--- config.mk ---
export PLATFORM = sky130hd
export DESIGN_NAME = player_motion_ctrl
export DESIGN_NICKNAME = d
export VERILOG_FILES = /design/src/rtl/player_pkg.sv /design/src/rtl/btn_sync.sv /design/src/rtl/player_motion_ctrl.sv
export SDC_FILE = /design/constraint.sdc
export NUM_CORES = 1
export LEC_CHECK = 0
export CAP_MARGIN = 20
export CORE_ASPECT_RATIO = 1.5
export CORE_UTILIZATION = 56
export DETAILED_ROUTE_END_ITERATION = 8
export PLACE_DENSITY = 0.82
export SYNTH_ARGS = -nofsm -noshare
export SYNTH_HDL_FRONTEND = slang
export SYNTH_HIERARCHICAL = 1
export SYNTH_SLANG_ARGS = --single-unit
--- constraint.sdc ---
create_clock -name clk -period 2.9 [get_ports clk]
set_input_delay 0.29 -clock clk [delete_from_list [all_inputs] [get_ports clk]]
set_output_delay 0.29 -clock clk [all_outputs]
set_load 0.03 [all_outputs]
--- src/rtl/player_pkg.sv ---
// Shared types and default screen geometry for the player motion controller.
package player_pkg;
  typedef enum logic [1:0] {
    IDLE = 2'd0,
    RISE = 2'd1,
    APEX = 2'd2,
    FALL = 2'd3
  } jump_state_t;

  localparam int SCREEN_W     = 640;
  localparam int SCREEN_H     = 480;
  localparam int DEF_X_MAX    = 600;
  localparam int DEF_X_START  = 320;
  localparam int DEF_GROUND_Y = 400;
endpackage

--- src/rtl/btn_sync.sv ---
// Two-flop synchroniser for one active-low button; output is active-high pressed.
module btn_sync (
  input  logic clk,
  input  logic rst,
  input  logic btn_n,
  output logic pressed
);
  logic [1:0] sync;

  // Reset to the released level so no phantom press follows reset.
  always_ff @(posedge clk or posedge rst) begin
    if (rst) sync <= 2'b11;
    else     sync <= {sync[0], btn_n};
  end

  assign pressed = ~sync[1];
endmodule

--- src/rtl/player_motion_ctrl.sv ---
// Player X/Y motion, jump FSM and sticky obstacle hit for the runner game.
// Build option PLAYER_WRAP_EN: horizontal wrap-around instead of clamping.
module player_motion_ctrl
  import player_pkg::*;
#(
  parameter int X_W       = 10,
  parameter int Y_W       = 10,
  parameter int X_MIN     = 0,
  parameter int X_MAX     = DEF_X_MAX,
  parameter int X_START   = DEF_X_START,
  parameter int STEP      = 5,
  parameter int GROUND_Y  = DEF_GROUND_Y,
  parameter int JUMP_H    = 100,
  parameter int JUMP_STEP = 10,
  parameter int HANG      = 4,
  parameter int P_W       = 32,
  parameter int P_H       = 32,
  parameter int OBS_W     = 16,
  parameter int OBS_H     = 16
) (
  input  logic           clk,
  input  logic           rst,
  input  logic           tick,
  input  logic           btn_right_n,
  input  logic           btn_left_n,
  input  logic           btn_jump_n,
  input  logic           obs_valid,
  input  logic [X_W-1:0] obs_x,
  input  logic [Y_W-1:0] obs_y,
  input  logic           hit_clr,
  output logic [X_W-1:0] pos_x,
  output logic [Y_W-1:0] pos_y,
  output logic [1:0]     state,
  output logic           hit
);
  localparam int NBTN = 3;
  localparam int HW   = (HANG < 1) ? 1 : $clog2(HANG + 1);

`ifdef PLAYER_WRAP_EN
  localparam int X_OVER  = X_MIN;
  localparam int X_UNDER = X_MAX;
`else
  localparam int X_OVER  = X_MAX;
  localparam int X_UNDER = X_MIN;
`endif

  localparam logic [X_W:0]   STEP_X  = (X_W+1)'(STEP);
  localparam logic [X_W:0]   XMAX_X  = (X_W+1)'(X_MAX);
  localparam logic [X_W:0]   XMIN_X  = (X_W+1)'(X_MIN);
  localparam logic [Y_W-1:0] GND_Y   = Y_W'(GROUND_Y);
  localparam logic [Y_W-1:0] APEX_Y  = Y_W'(GROUND_Y - JUMP_H);
  localparam logic [Y_W-1:0] JSTEP_Y = Y_W'(JUMP_STEP);

  // Buttons: bit 0 right, bit 1 left, bit 2 jump.
  logic [NBTN-1:0] btn_n_vec, pressed;
  assign btn_n_vec = {btn_jump_n, btn_left_n, btn_right_n};

  for (genvar i = 0; i < NBTN; i++) begin : g_sync
    btn_sync u_sync (
      .clk    (clk),
      .rst    (rst),
      .btn_n  (btn_n_vec[i]),
      .pressed(pressed[i])
    );
  end

  logic right, left, jump;
  assign right = pressed[0];
  assign left  = pressed[1];
  assign jump  = pressed[2];

  logic adv;
  assign adv = tick & ~hit;

  // Horizontal: one extra bit so neither bound can wrap before comparison.
  logic [X_W:0]        x_ext, x_sum;
  logic signed [X_W:0] x_dif;
  logic [X_W-1:0]      x_nxt;

  always_comb begin
    x_ext = {1'b0, pos_x};
    x_sum = x_ext + STEP_X;
    x_dif = $signed(x_ext) - $signed(STEP_X);
    x_nxt = pos_x;
    if (right && !left) begin
      if (x_sum > XMAX_X) x_nxt = X_W'(X_OVER);
      else                x_nxt = x_sum[X_W-1:0];
    end else if (left && !right) begin
      if (x_dif < $signed(XMIN_X)) x_nxt = X_W'(X_UNDER);
      else                         x_nxt = x_dif[X_W-1:0];
    end
  end

  // Jump FSM
  jump_state_t    st, st_nxt;
  logic [HW-1:0]  hang, hang_nxt;
  logic [Y_W-1:0] y_nxt, y_dec;
  logic [Y_W:0]   y_inc;
  logic           armed, accept;

  assign y_dec  = pos_y - JSTEP_Y;
  assign y_inc  = {1'b0, pos_y} + {1'b0, JSTEP_Y};
  assign accept = adv && (st == IDLE) && jump && armed;

  always_comb begin
    st_nxt   = st;
    y_nxt    = pos_y;
    hang_nxt = hang;
    if (adv) begin
      case (st)
        IDLE: begin
          y_nxt = GND_Y;
          if (jump && armed) st_nxt = RISE;
        end
        RISE: begin
          y_nxt = y_dec;
          if (y_dec == APEX_Y) begin
            st_nxt   = APEX;
            hang_nxt = HW'(HANG);
          end
        end
        // Count reaching zero on this tick ends the hang; HANG=0 still gives one tick.
        APEX: begin
          if (hang <= HW'(1)) begin
            hang_nxt = '0;
            st_nxt   = FALL;
          end else begin
            hang_nxt = hang - HW'(1);
          end
        end
        FALL: begin
          if (y_inc >= {1'b0, GND_Y}) begin
            y_nxt  = GND_Y;
            st_nxt = IDLE;
          end else begin
            y_nxt = y_inc[Y_W-1:0];
          end
        end
        default: st_nxt = IDLE;
      endcase
    end
  end

  // Collision on registered positions, two extra bits for the far edges.
  logic [X_W+1:0] px_lo, px_hi, ox_lo, ox_hi;
  logic [Y_W+1:0] py_lo, py_hi, oy_lo, oy_hi;
  logic           overlap;

  always_comb begin
    px_lo   = {2'b00, pos_x};
    px_hi   = px_lo + (X_W+2)'(P_W);
    ox_lo   = {2'b00, obs_x};
    ox_hi   = ox_lo + (X_W+2)'(OBS_W);
    py_lo   = {2'b00, pos_y};
    py_hi   = py_lo + (Y_W+2)'(P_H);
    oy_lo   = {2'b00, obs_y};
    oy_hi   = oy_lo + (Y_W+2)'(OBS_H);
    overlap = obs_valid && (px_lo < ox_hi) && (ox_lo < px_hi) &&
              (py_lo < oy_hi) && (oy_lo < py_hi);
  end

  always_ff @(posedge clk or posedge rst) begin
    if (rst) begin
      pos_x <= X_W'(X_START);
      pos_y <= GND_Y;
      st    <= IDLE;
      hang  <= '0;
      armed <= 1'b1;
      hit   <= 1'b0;
    end else begin
      if (adv) pos_x <= x_nxt;
      pos_y <= y_nxt;
      st    <= st_nxt;
      hang  <= hang_nxt;
      // Re-arm only once the held jump has been let go.
      if (accept)     armed <= 1'b0;
      else if (!jump) armed <= 1'b1;
      hit <= overlap | (hit & ~hit_clr);
    end
  end

  assign state = st;
endmodule

==> run_results.csv <==
group,metric,value,unit
status,outcome,"finished, final reports clean",
layout,fin_cells,562,
grt,grt_pass1_vias,3416,
timing,fin_crit_sh,0.889,
worst_setup_path,cp.arrival,2750,ps
timing,fin_crit,2580,ps
worst_setup_path,rr_worst_depth,9,
floorplan,boundaryPins,51,
drt,drtPass1Iterations,5,
placed_design,place.gp.congestion,0.907,
floorplan,die_area,6780,um2
layout,postLayoutCoreUtil,0.691,
layout,nets,569,
layout,area_delta_synth_final,18.3,%
timing,hold_viol,0,
worst_setup_path,reg2reg_to,"state[1]$_DFFE_PP0P_",
grt,gr-total-overflow,0,
hold_path,holdCritPathClass,"in2async",
timing,fin_hold_ws,314,ps
synthesis,syn_inst,440,
worst_setup_path,worstPathRequired,3070,ps
floorplan,die_h,100,um
drt,drc,0,
synthesis,ys_types,73,
clock_tree,numCtsBuffers,5,
worst_setup_path,timing.rr.start,"pos_y[1]$_DFFE_PP0P_",
worst_setup_path,end_kind,"register",
drt,wire_per_inst,16.4,um
clock_tree,post_cts_buffers,0,
timing,report.final.slew_viol_count,0,
placed_design,hpwl,7.30,mm
synthesis,synth_async_sr_flop_share,1.00,
drt,vias,3478,
placed_design,dp.cells,554,
clock_tree,clk_pin_slew_worst_paths,70,ps
clock_tree,cts_root_buf,"clkbuf_8",
clock_tree,cts_tree,"built",
run,cap_violations,0,
synthesis,avgSynthCellArea,8.20,um2
grt,grt_pass1_wl,15.3,mm
power_and_ir_drop,vdd_ir_drop_max,0.000678,V
grt,grt_max_degree,22,
layout,finalInstanceArea,4270,um2
timing,tns,0,ps
timing,finalSetupViolCount,0,
grt,grtUsageTotal,0.293,
worst_setup_path,path_max_fanout,7,
layout,n_antenna_cell,0,
timing,relSlewSlack,0.575,
synthesis,dominantRegCellSynth,"dfrtp_1",
grt,antenna_found_initial,0,
synthesis,synth_nets,522,
power_and_ir_drop,p_total,4.37,mW
clock_tree,clock_sinks,32,
clock_tree,clk_latency,290,ps
clock_tree,ctsResizeCount,0,
power_and_ir_drop,p_leak,1.85,nW
worst_setup_path,critical_path.startpoint_type,"register",
clock_tree,cts_hold_buf,0,
synthesis,syn-cell-area,3610,um2
floorplan,die_x,67.5,um
synthesis,synth-edff-count,0,
power_and_ir_drop,p_per_area,1020,nW/um2
drt,viasPerCell,6.19,
floorplan,fp-row-count,35,
placed_design,dpl_worst_slack,344,ps
synthesis,yosysTopAreaCell,"ha_1",
synthesis,ys_ff_latch,32,
placed_design,port_buffers,49,
drt,drt_wl_total,9.24,mm
worst_setup_path,worstSetupPathType,"reg2reg",
synthesis,ys_top_cells_by_area,"ha_1 (19%), dfrtp_1 (14%), dfstp_2 (8.7%)",
worst_setup_path,rrSetupSlack,320,ps
floorplan,core_area,6170,um2
synthesis,ys_warn_count,6,
clock_tree,htree_num_levels,2,
synthesis,synth.top_cell.area_share,0.187,
timing,fin_worst_skew,10.4,ps
worst_setup_path,slowest_delay,450,ps
timing,fmax,0.388,GHz
worst_setup_path,crit_chain,"inv_1 > ha_1 > nand2b_4 > a31oi_4 > or3_4 > xnor2_4 > a41oi_4 > nor3_2 > mux2_1",
timing,tightest_slew,635,ps
synthesis,ys_seq_area_frac,0.226,
timing,rsz0062_at_grt,"no",
clock_tree,cts.path.max_buffers,2,
drt,first_iter_violations,182,
floorplan,start_util,0.584,
timing,final.setup.worst_slack,321,ps
placed_design,placed_cell_area,4160,um2
drt,ant_nets,0,
layout,drive_above_1_share,0.0943,
worst_setup_path,slowest_stage,"dfrtp_1",
## synth_stat cells (all sizes together) (4+ instances only)
library cell / instances
a21oi: 26
a22oi: 5
a31oi: 5
buf: 12
clkbuf: 5
dfrtp: 20
dfstp: 12
ha: 54
inv: 41
nand2: 37
nand2b: 10
nand3: 26
nor2: 24
nor2b: 4
nor3: 11
nor4: 4
o211ai: 5
o21a: 6
o21ai: 36
o22ai: 6
or3: 5
xnor2: 17
xor2: 6
## routing by layer
metal	vias to the layer above	wire [um]	share of wire	GRT usage
li1	1682	-	-	-
met3	30	354	0.038	0.0455
met2	123	5060	0.55	0.539
met4	0	329	0.036	0.151
met5	-	0	0	0
met1	1643	3500	0.38	0.303
## layout by cell type (no fill, tap or decap), types with 6 or more instances in the layout
cell,n
ha_1,54
clkdlybuf4s50_1,49
inv_1,38
nand2_1,37
o21ai_0,35
a21oi_1,26
nand3_1,26
nor2_1,22
dfrtp_1,20
xnor2_1,16
dfstp_2,12
nor3_1,10
nand2b_1,9
buf_4,8
o22ai_1,6
xor2_1,6
o21a_1,6
## report_power, final
group	internal (mW)	total, mW	leakage (nW)	switching [mW]
Sequential	0.634	0.971	0.379	0.337
Clock	0.255	0.423	0.0552	0.168
Combinational	1.28	2.98	1.42	1.70
## area by class of cell
class	instances	area [um2]
multi-input combinational	349	2540
fill	504	1910
sequential	32	816
timing repair buffer	57	551
inverter	42	163
tap	74	92.6
clock buffer	6	72.6
clock inverter	2	35.0
## logic make-up (layout without fill, tap and decap cells)
kind of cell,count (synthesis),count (layout),synth area share
AOI/OAI and AO/OA,130,130,0.248
adders and majority gates,55,55,0.190
DFF,32,32,0.226
muxes,4,4,0.0114
buffers and inverters,59,107,0.0704
xor gates and xnor gates,23,23,0.0610
other,1,1,0.00104
and+or+nand+nor,136,136,0.191
## flip-flops by register name, indices dropped and copies added, names as in the netlist
signal / flops
pos_y: 9
hang: 3
g_sync.u_sync/sync: 6
pos_x: 10
armed: 1
state: 2
hit: 1
## how the worst max path moves through the flow
stage	from	end	cells past startpoint
6_report	pos_y[1]$_DFFE_PP0P_	state[1]$_DFFE_PP0P_	9
5_1_grt	pos_y[1]$_DFFE_PP0P_	state[1]$_DFFE_PP0P_	9
4_1_cts	pos_y[1]$_DFFE_PP0P_	state[1]$_DFFE_PP0P_	9
3_5_place_dp	obs_x[4]	hit$_DFF_PP0_	11
3_3_place_gp	pos_y[1]$_DFFE_PP0P_	state[1]$_DFFE_PP0P_	9
2_1_floorplan	pos_y[5]$_DFFE_PP0P_	state[1]$_DFFE_PP0P_	10
## critical path: cells and delay by family, from the launching register on
kind	cells	cell delay, ps
buffers and inverters	1	180
DFF	1	450
xor gates and xnor gates	1	180
AOI/OAI and AO/OA	2	300
muxes	1	340
adders and majority gates	1	210
and+or+nand+nor	3	800
Note: power is estimated with default switching activity, not from simulation.
